**src/rtl/ps2_pkg.sv**
```systemverilog
// Shared PS/2 receiver types: deframer states, scan codes and joypad bit positions.
// The joypad indices are also used by the FF00 register logic.
package ps2_pkg;

  typedef enum logic [1:0] {IDLE, DATA, PARITY, STOP} state_t;

  localparam logic [7:0] SC_BREAK  = 8'hF0;
  localparam logic [7:0] SC_EXT    = 8'hE0;
  localparam logic [7:0] SC_Z      = 8'h1A;
  localparam logic [7:0] SC_X      = 8'h22;
  localparam logic [7:0] SC_ENTER  = 8'h5A;
  localparam logic [7:0] SC_RSHIFT = 8'h59;
  localparam logic [7:0] SC_RIGHT  = 8'h74;
  localparam logic [7:0] SC_LEFT   = 8'h6B;
  localparam logic [7:0] SC_UP     = 8'h75;
  localparam logic [7:0] SC_DOWN   = 8'h72;

  localparam logic [2:0] JP_RIGHT  = 3'd0;
  localparam logic [2:0] JP_LEFT   = 3'd1;
  localparam logic [2:0] JP_UP     = 3'd2;
  localparam logic [2:0] JP_DOWN   = 3'd3;
  localparam logic [2:0] JP_A      = 3'd4;
  localparam logic [2:0] JP_B      = 3'd5;
  localparam logic [2:0] JP_SELECT = 3'd6;
  localparam logic [2:0] JP_START  = 3'd7;

  typedef struct packed {
    logic       hit;
    logic [2:0] idx;
  } key_hit_t;

  // Arrow keys only count when preceded by E0; their keypad twins are ignored.
  function automatic key_hit_t map_key(input logic [7:0] code, input logic ext);
    key_hit_t r;
    r.hit = 1'b1;
    r.idx = JP_RIGHT;
    if (ext) begin
      case (code)
        SC_RIGHT: r.idx = JP_RIGHT;
        SC_LEFT:  r.idx = JP_LEFT;
        SC_UP:    r.idx = JP_UP;
        SC_DOWN:  r.idx = JP_DOWN;
        default:  r.hit = 1'b0;
      endcase
    end else begin
      case (code)
        SC_Z:      r.idx = JP_A;
        SC_X:      r.idx = JP_B;
        SC_ENTER:  r.idx = JP_START;
        SC_RSHIFT: r.idx = JP_SELECT;
        default:   r.hit = 1'b0;
      endcase
    end
    return r;
  endfunction

endpackage

```
**src/rtl/ps2_line_filter.sv**
```systemverilog
// Synchronises the PS/2 pins and debounces the device clock; emits a one-cycle
// pulse on each filtered falling edge together with the synchronised data.
module ps2_line_filter #(
  parameter int FILTER_LEN = 8
) (
  input  logic clk,
  input  logic reset,
  input  logic ps2_clk,
  input  logic ps2_dat,
  output logic dat,
  output logic fall
);

  localparam int CW = $clog2(FILTER_LEN + 1);

  logic [1:0]    clk_sync;
  logic [1:0]    dat_sync;
  logic          filt;
  logic [CW-1:0] cnt;

  // NOTE: all state here uses <= so every flop samples pre-edge values.
  always_ff @(posedge clk) begin
    if (reset) begin
      clk_sync <= 2'b11;
      dat_sync <= 2'b11;
      filt     <= 1'b1;
      cnt      <= '0;
      fall     <= 1'b0;
    end else begin
      clk_sync <= {clk_sync[0], ps2_clk};
      dat_sync <= {dat_sync[0], ps2_dat};
      fall     <= 1'b0;
      // Level flips only on the FILTER_LEN-th consecutive differing sample.
      if (clk_sync[1] == filt) begin
        cnt <= '0;
      end else if (cnt == CW'(FILTER_LEN - 1)) begin
        filt <= clk_sync[1];
        cnt  <= '0;
        fall <= filt;
      end else begin
        cnt <= cnt + CW'(1);
      end
    end
  end

  assign dat = dat_sync[1];

endmodule

```
**src/rtl/ps2_joypad_rx.sv**
```systemverilog
// PS/2 keyboard receiver: deframes 11-bit frames, reports scan codes and keeps
// the GameBoy joypad pressed-state vector from make/break codes.
module ps2_joypad_rx
  import ps2_pkg::*;
#(
  parameter int FILTER_LEN     = 8,
  parameter int TIMEOUT_CYCLES = 50000
) (
  input  logic       clk,
  input  logic       reset,
  input  logic       ps2_clk,
  input  logic       ps2_dat,
  output logic [7:0] scan_code,
  output logic       scan_valid,
  output logic       frame_err,
  output logic [7:0] joypad
);

  localparam int TW = $clog2(TIMEOUT_CYCLES + 1);

  logic          dat;
  logic          fall;
  state_t        state, state_next;
  logic [2:0]    bit_cnt;
  logic [7:0]    shreg;
  logic          par;
  logic [TW-1:0] to_cnt;
  logic          brk_flag, ext_flag;
  logic          accept, bad, timeout;
  key_hit_t      key;

  ps2_line_filter #(.FILTER_LEN(FILTER_LEN)) u_filter (
    .clk     (clk),
    .reset   (reset),
    .ps2_clk (ps2_clk),
    .ps2_dat (ps2_dat),
    .dat     (dat),
    .fall    (fall)
  );

  // NOTE: every signal gets a default first so no path leaves one unassigned (no latches).
  always_comb begin
    state_next = state;
    accept     = 1'b0;
    bad        = 1'b0;
    timeout    = (state != IDLE) && !fall && (to_cnt == TW'(TIMEOUT_CYCLES - 1));
    key        = map_key(shreg, ext_flag);
    case (state)
      IDLE:    if (fall && !dat) state_next = DATA;
      DATA:    if (fall && bit_cnt == 3'd7) state_next = PARITY;
      PARITY:  if (fall) state_next = STOP;
      STOP: begin
        if (fall) begin
          if (dat && ^{shreg, par}) accept = 1'b1;
          else                      bad    = 1'b1;
          state_next = IDLE;
        end
      end
      default: state_next = IDLE;
    endcase
    if (timeout) state_next = IDLE;
  end

  // NOTE: reset is synchronous; every register, including the shift register, is cleared.
  always_ff @(posedge clk) begin
    if (reset) begin
      state      <= IDLE;
      bit_cnt    <= '0;
      shreg      <= '0;
      par        <= 1'b0;
      to_cnt     <= '0;
      brk_flag   <= 1'b0;
      ext_flag   <= 1'b0;
      scan_code  <= '0;
      scan_valid <= 1'b0;
      frame_err  <= 1'b0;
      joypad     <= '0;
    end else begin
      state      <= state_next;
      scan_valid <= accept;
      frame_err  <= bad | timeout;

      if (state == IDLE || fall) to_cnt <= '0;
      else                       to_cnt <= to_cnt + TW'(1);

      if (fall) begin
        case (state)
          IDLE:    bit_cnt <= '0;
          DATA: begin
            shreg   <= {dat, shreg[7:1]};
            bit_cnt <= bit_cnt + 3'd1;
          end
          PARITY:  par <= dat;
          default: ;
        endcase
      end

      if (accept) begin
        scan_code <= shreg;
        if (shreg == SC_BREAK) begin
          brk_flag <= 1'b1;
        end else if (shreg == SC_EXT) begin
          ext_flag <= 1'b1;
        end else begin
          if (key.hit) joypad[key.idx] <= ~brk_flag;
          brk_flag <= 1'b0;
          ext_flag <= 1'b0;
        end
      end

      if (bad | timeout) begin
        brk_flag <= 1'b0;
        ext_flag <= 1'b0;
      end
    end
  end

endmodule

```
**config.mk**
```make
export PLATFORM = sky130hd
export DESIGN_NAME = ps2_joypad_rx
export DESIGN_NICKNAME = d
export VERILOG_FILES = /design/src/rtl/ps2_pkg.sv /design/src/rtl/ps2_line_filter.sv /design/src/rtl/ps2_joypad_rx.sv
export SDC_FILE = /design/constraint.sdc
export NUM_CORES = 1
export LEC_CHECK = 0
export BUFFER_PORTS_ARGS = -buffer_cell sky130_fd_sc_hd__clkbuf_2
export CAP_MARGIN = 20
export CELL_PAD_IN_SITES_DETAIL_PLACEMENT = 0
export CELL_PAD_IN_SITES_GLOBAL_PLACEMENT = 1
export CORE_MARGIN = 2
export CORE_UTILIZATION = 49
export CTS_CLUSTER_SIZE = 14
export DETAILED_ROUTE_END_ITERATION = 10
export PLACE_DENSITY = 0.83
export SLEW_MARGIN = 20
export SYNTH_ARGS = -nofsm -noshare
export SYNTH_HDL_FRONTEND = slang
export SYNTH_SLANG_ARGS = --single-unit
```
**constraint.sdc**
```tcl
create_clock -name clk -period 4.2 [get_ports clk]
set_clock_uncertainty 0.2 [all_clocks]
set_input_delay 0.42 -clock clk [delete_from_list [all_inputs] [get_ports clk]]
set_output_delay 0.42 -clock clk [all_outputs]
set_load 0.05 [all_outputs]
```
**Yosys cells after proc, flatten, opt, wreduce, memory -nomap -nowiden**

Cells that the tools add are included.

- Add/sub/neg operators: 3
- Multiply operators: 0
- Divide/modulo/power cells: 0
- Magnitude comparators: 2
- Equal/unequal tests: 22
- Shift-type cells: 0
- Mux-type cells: 23
- Bitwise operators: 6
- Reductions and logical operators: 28

Operators with widths:

| operator | number |
|---|---|
| 8-bit by 7-bit == test with 1-bit output (second input constant) | 6 |
| 16-bit by 1-bit adder with 16-bit output (second input constant) | 1 |
| 16-bit == test (second input constant) | 1 |
| 8-bit == test (second input constant) | 2 |
| 1-bit two-way mux | 12 |
| 3-bit one-hot mux with 4 select lines | 1 |
| 2-bit AND reduction | 6 |
| 9-bit XOR reduction | 1 |
| 8-bit bitwise mux | 1 |
| 8-bit by 5-bit == test with 1-bit output (second input constant) | 1 |
| 8-bit by 6-bit == test with 1-bit output (second input constant) | 1 |
| 2-bit two-way mux | 4 |
| 2-bit one-hot mux with 4 select lines | 1 |
| 4-bit AND reduction | 2 |
| 4-bit OR reduction | 2 |
| 1-bit logical AND | 6 |
| 2-bit != test (second input constant) | 3 |
| 2-bit one-hot mux with 3 select lines | 1 |
| 3-bit one-hot mux with 2 select lines | 1 |
| 2-bit OR reduction | 3 |
| 3-bit OR reduction | 2 |
| 1-bit inverter | 5 |
| 4-bit by 1-bit adder with 4-bit output (second input constant) | 1 |
| 2-bit == test (second input constant) | 2 |
| other kinds (15) | 18 |

- Bits in registers: 60
- Bits in latches: 0
- Memory bits (writable): 0
- Memory bits (read-only): 0
- Word-level logic and storage cells: 100
- Memories: 0

**Depth between registers and ports, before layout**

- Depth after elaboration: 9
- Mapped depth: 7

**Cells and area by module**

A second synthesis with hierarchy kept.

- Cells, all modules: 316
- Area total of the unflattened synthesis: 2756.4 µm²

Modules (own cells, without submodules):

| module | times used | cells an instance | area each (µm²) | sequential area each (µm²) |
|---|---|---|---|---|
| ps2_joypad_rx | 1 | 287 | 2422.3 | 1001.0 |
| ps2_line_filter | 1 | 29 | 334.1 | 200.2 |

**Worst setup path before layout**

OpenSTA, ideal clock, no wires.

- Kind: register to register
- From: register shreg[0]
- To: register joypad[6]
- Library setup time: 0.072 ns
- Arrival: 1.889 ns
- Required time: 3.928 ns
- Slack: 2.039 ns
- Cell stages (with the launch flop): 7
- Path buffers: 1
- Period minus slack after synthesis: 2.161 ns
- Cell sequence: dfxtp_1 buf_6 xor2_2 xnor3_2 mux2_2 nor4_2 mux2i_1

- Longest elaborated chain between the ends: 8
- Elaborated cells on any way between the ends: 31

RTL lines:

| item | RTL line | source |
|---|---|---|
| start, declared | ps2_joypad_rx.sv:25 | `logic [7:0] shreg;` |
| start signal, assigned | ps2_joypad_rx.sv:90 | `shreg <= {dat, shreg[7:1]};` |
| 8-bit by 7-bit == test with 1-bit output, or another cell as far along | ps2_pkg.sv:46 | `case (code)` |
| 3-bit one-hot mux with 4 select lines or 2-bit one-hot mux with 3 select lines (tied branches) | ps2_pkg.sv:46, ps2_pkg.sv:38 |  |
| 4-bit two-way mux | ps2_pkg.sv:37 | `if (ext) begin` |
| 3-bit by 4-bit < comparator with 1-bit output (not written as such) or 3-bit by 1-bit greater-or-equal comparator with 1-bit output (tied branches) | ps2_joypad_rx.sv:105 | `if (key.hit) joypad[key.idx] <= ~brk_flag;` |
| 1-bit logical AND (not written as such) | ps2_joypad_rx.sv:105 |  |
| 1-bit two-way mux (not written as such) | ps2_joypad_rx.sv:105 |  |
| 1-bit demux with 3-bit select | ps2_joypad_rx.sv:105 |  |
| 8-bit bitwise mux | ps2_joypad_rx.sv:105 |  |
| end signal, assigned by index | ps2_joypad_rx.sv:105 |  |
| end, declared | ps2_joypad_rx.sv:16 | `output logic [7:0] joypad` |

Parallel ways exist; a longest one is shown, timed or not.
A chain may end at the register's enable or synchronous reset.

**Worst setup path after layout**

Same ends and word-level chain as after synthesis.

==> results.py <==
metrics = {
    "timing": {
        "worst_pin_slew_ns": 0.7036,
        "finalCritPeriodShare_pct": 57.76,
        "setup_viol_count_final": 0,
        "fmax_mhz": 412.2,
        "setup_tns_ns": 0,
        "hold_viol_final": 0,
        "slew_headroom_pct": 53.09,
        "rsz0062_at_grt": "false",
        "setup_ws_ns": 1.774,
        "slew_viol_final": 0,
        "whs_ns": 0.06310,
        "fin_crit_ns": 2.426,
    },
    "clock_tree": {
        "cts-buffers-inserted": 9,
        "post_cts_resize_count": 0,
        "post-cts-setup-buffer-count": 0,
        "clock_latency_ns": 0.34,
        "cts_max_level": 3,
        "cts_tree": "done",
        "clock_sinks": 60,
        "cts_hold_buf": 0,
        "path_clk_slew_ns": 0.07,
        "clock_path_buffers": 2,
        "cts-root-buf": "clkbuf_8",
    },
    "route": {
        "drt_wl_total_um": 5511,
        "viasPerCell": 5.335,
        "routedWlPerCell_um": 13.57,
        "drtIter0Drc": 151,
        "ant_nets": 0,
        "first_pass_iters": 4,
        "post-route-drc-count": 0,
        "vias": 2166,
    },
    "critical_path": {
        "cp-end-kind": "flip-flop",
        "cp.required_ns": 4.27,
        "slowest_delay_ns": 0.52,
        "crit_chain": "xor2_2, xnor3_2, mux2_2, nor4_2, mux2i_1",
        "cp.arrival_ns": 2.49,
        "cp_max_fo": 11,
        "r2r_end": "joypad[6]$_SDFFE_PP0P_",
        "r2r_cells": 5,
        "rr_startpoint": "shreg[0]$_SDFFE_PP0P_",
        "reg2reg_slack_ns": 1.77,
        "critPathKind": "reg -> reg",
        "cp-start-kind": "flip-flop",
        "slowest_stage": "xnor3_2",
    },
    "logic_synthesis": {
        "yosys.area_share.simple_pct": 26.20,
        "avgSynthCellArea_um2": 8.904,
        "synth_cell_type_count": 51,
        "synth_nets": 330,
        "ys_seq_area_share_pct": 42.42,
        "synth_xor_area_share_pct": 8.617,
        "synth_top_family_by_area": "simple AND/OR/NAND/NOR gates",
        "synth_mux_area_share_pct": 5.170,
        "synth_cells": 318,
        "synth-async-reset-ratio_pct": 0,
        "netlist_area_mm2": 0.002831,
        "ys_warn_count": 0,
        "synth_adder_area_share_pct": 3.535,
        "synthFlopType": "dfxtp_1",
        "synth_compound_area_share_pct": 9.324,
        "ys_ff_latch": 60,
        "synth-edff-count": 0,
    },
    "floorplan": {
        "rows": 27,
        "ioPinCount": 22,
        "die_x_um": 80.02,
        "core-area_mm2": 0.005540,
        "start_util_pct": 51.11,
        "dieArea_mm2": 0.006402,
        "die-height_um": 80.02,
    },
    "global_routing": {
        "overflow": 0,
        "grt_use_total_pct": 19.06,
        "grt_pass1_wl_um": 9342,
        "antenna_found_initial": 0,
        "grt_max_degree": 41,
        "grt_pass1_vias": 1982,
    },
    "power_and_ir_drop": {
        "p_seq_share_pct": 46.8,
        "p_comb_share_pct": 1.1,
        "clkPwrFrac_pct": 52.1,
        "switching_share_pct": 19.37,
        "power.density_mw_per_mm2": 384.9,
        "p_switching_uw": 236.7,
        "p_leak_uw": 0.001171,
        "p_int_uw": 985.6,
        "ir_drop_mv": 0.2437,
    },
    "layout": {
        "final_nets": 341,
        "diodes": 0,
        "area_growth_syn_to_layout_pct": 12.15,
        "layout-drive-gt1-share_pct": 16.17,
        "final_core_utilization_pct": 57.32,
        "nFillCells": 513,
    },
    "min_path": {
        "hp-start": "ps2_clk",
        "hold_depth": 2,
        "min_to": "u_filter.clk_sync[0]$_SDFF_PP1_",
        "hold_class": "in -> reg",
    },
    "placed_design": {
        "hpwl_um": 3799,
        "gp_congestion": 0.8533,
        "numPortBuffers": 21,
        "dp_slack_ns": 1.805,
    },
    "status": {
        "status": "finished clean",
    },
    "job": {
        "maxCapViolations": 0,
    },
}
==> metrics by stage <==
step	total power, uW	std cells	cell area [um2]
2_1_floorplan	595.0	318	2831
3_3_place_gp	598.6	390	2927
3_5_place_dp	598.5	390	2927
4_1_cts	1239	406	3176
5_1_grt	1264	406	3176
6_report	1222	406	3176
==> cell usage in the layout (no fill, tap or decap), types with 2 or more instances in the layout <==
master     Yosys  final
dfxtp_1       60     60
nor2_1        36     36
nand2_1       29     29
a21oi_1       23     23
clkbuf_2       0     21
nand3_1       16     16
o21ai_0       14     14
xnor2_1       10     10
nand2b_1      10     10
clkbuf_8       0     10
inv_1          9      9
mux2i_1        9      9
nand4_1        8      8
xor2_1         8      8
ha_1           8      8
and3_1         6      6
or2_2          5      5
or3_1          4      4
nor3_1         4      4
nand3b_1       3      3
bufinv_16      0      3
and2_1         2      2
mux2i_4        2      2
or3b_2         2      2
o2111ai_1      2      2
nor2b_1        2      2
a22oi_1        2      2
nand4b_1       2      2
==> Yosys cell counts (all sizes together), types with 3 or more instances <==
master / number / area share, %
a21oi: 23 / 4.1
and3: 6 / 1.3
buf: 9 / 1.9
clkbuf: 12 / 1.6
dfxtp: 60 / 42
ha: 8 / 3.5
inv: 9 / 1.2
mux2i: 11 / 4.8
nand2: 29 / 3.8
nand2b: 10 / 2.2
nand3: 17 / 3.2
nand3b: 3 / 0.80
nand4: 8 / 1.8
nor2: 36 / 4.8
nor3: 4 / 0.71
o21ai: 14 / 2.5
or2: 5 / 1.1
or3: 4 / 0.88
xnor2: 10 / 3.1
xor2: 9 / 3.0
==> state kept, by name, summed over array words and instances (netlist names), 2 cells and up <==
register / count
joypad: 8
state: 2
scan_code: 8
to_cnt: 16
bit_cnt: 3
u_filter.clk_sync: 2
u_filter.cnt: 4
shreg: 8
u_filter.dat_sync: 2
==> worst max path at each step <==
| stage | startpoint | end | slack (ns) | cells after the start |
|---|---|---|---|---|
| finish | shreg[0]$_SDFFE_PP0P_ | joypad[6]$_SDFFE_PP0P_ | 1.77 | 5 |
| global route | shreg[0]$_SDFFE_PP0P_ | joypad[6]$_SDFFE_PP0P_ | 1.63 | 5 |
| CTS | shreg[0]$_SDFFE_PP0P_ | joypad[6]$_SDFFE_PP0P_ | 1.78 | 5 |
| detailed placement | shreg[1]$_SDFFE_PP0P_ | joypad[6]$_SDFFE_PP0P_ | 1.81 | 5 |
| global placement | shreg[1]$_SDFFE_PP0P_ | joypad[6]$_SDFFE_PP0P_ | 1.85 | 5 |
| floorplan | shreg[0]$_SDFFE_PP0P_ | joypad[6]$_SDFFE_PP0P_ | 2.04 | 6 |
==> cell families (layout without fill, tap and decap cells) <==
logic type | count (synthesis) | in the layout
adder cells (fa/ha/maj) | 8 | 8
XOR/XNOR | 22 | 22
buffers and inverters | 30 | 46
multiplexers | 12 | 12
flip-flops | 60 | 60
AO/OA/AOI/OAI | 46 | 46
AND/OR/NAND/NOR | 140 | 140
==> critical path, delay by kind of cell (launching register included) <==
family / cells / cell delay, ns
DFF: 1 / 0.51
muxes: 2 / 0.60
xor gates and xnor gates: 2 / 0.71
and+or+nand+nor: 1 / 0.33
==> power groups by stage <==
stage               Clock (uW)  Combinational [uW]  Sequential (uW)
floorplan                    0                10.2              585
global placement             0                13.4              585
detailed placement           0                13.2              585
CTS                        654                13.2              572
global route               677                14.7              572
finish                     637                13.0              572
==> final cells by class <==
class	instances	area, um2	area share [%]
multi-input cells	228	1496	47.12
flip-flops and latches	60	1201	37.82
clock buffers	10	137.6	4.334
clock inverters	6	111.4	3.507
repair buffers	21	105.1	3.310
well taps	72	90.09	2.837
inverters	9	33.78	1.064
==> metal layers <==
metal / track usage [%] / vias up / share of wire, %
li1: - / 1116 / -
met1: 26.42 / 1012 / 50
met2: 27.08 / 31 / 44
met3: 6.448 / 7 / 4.1
met4: 7.627 / 0 / 1.5
met5: 0 / - / 0
(Power assumes the default switching activity.)
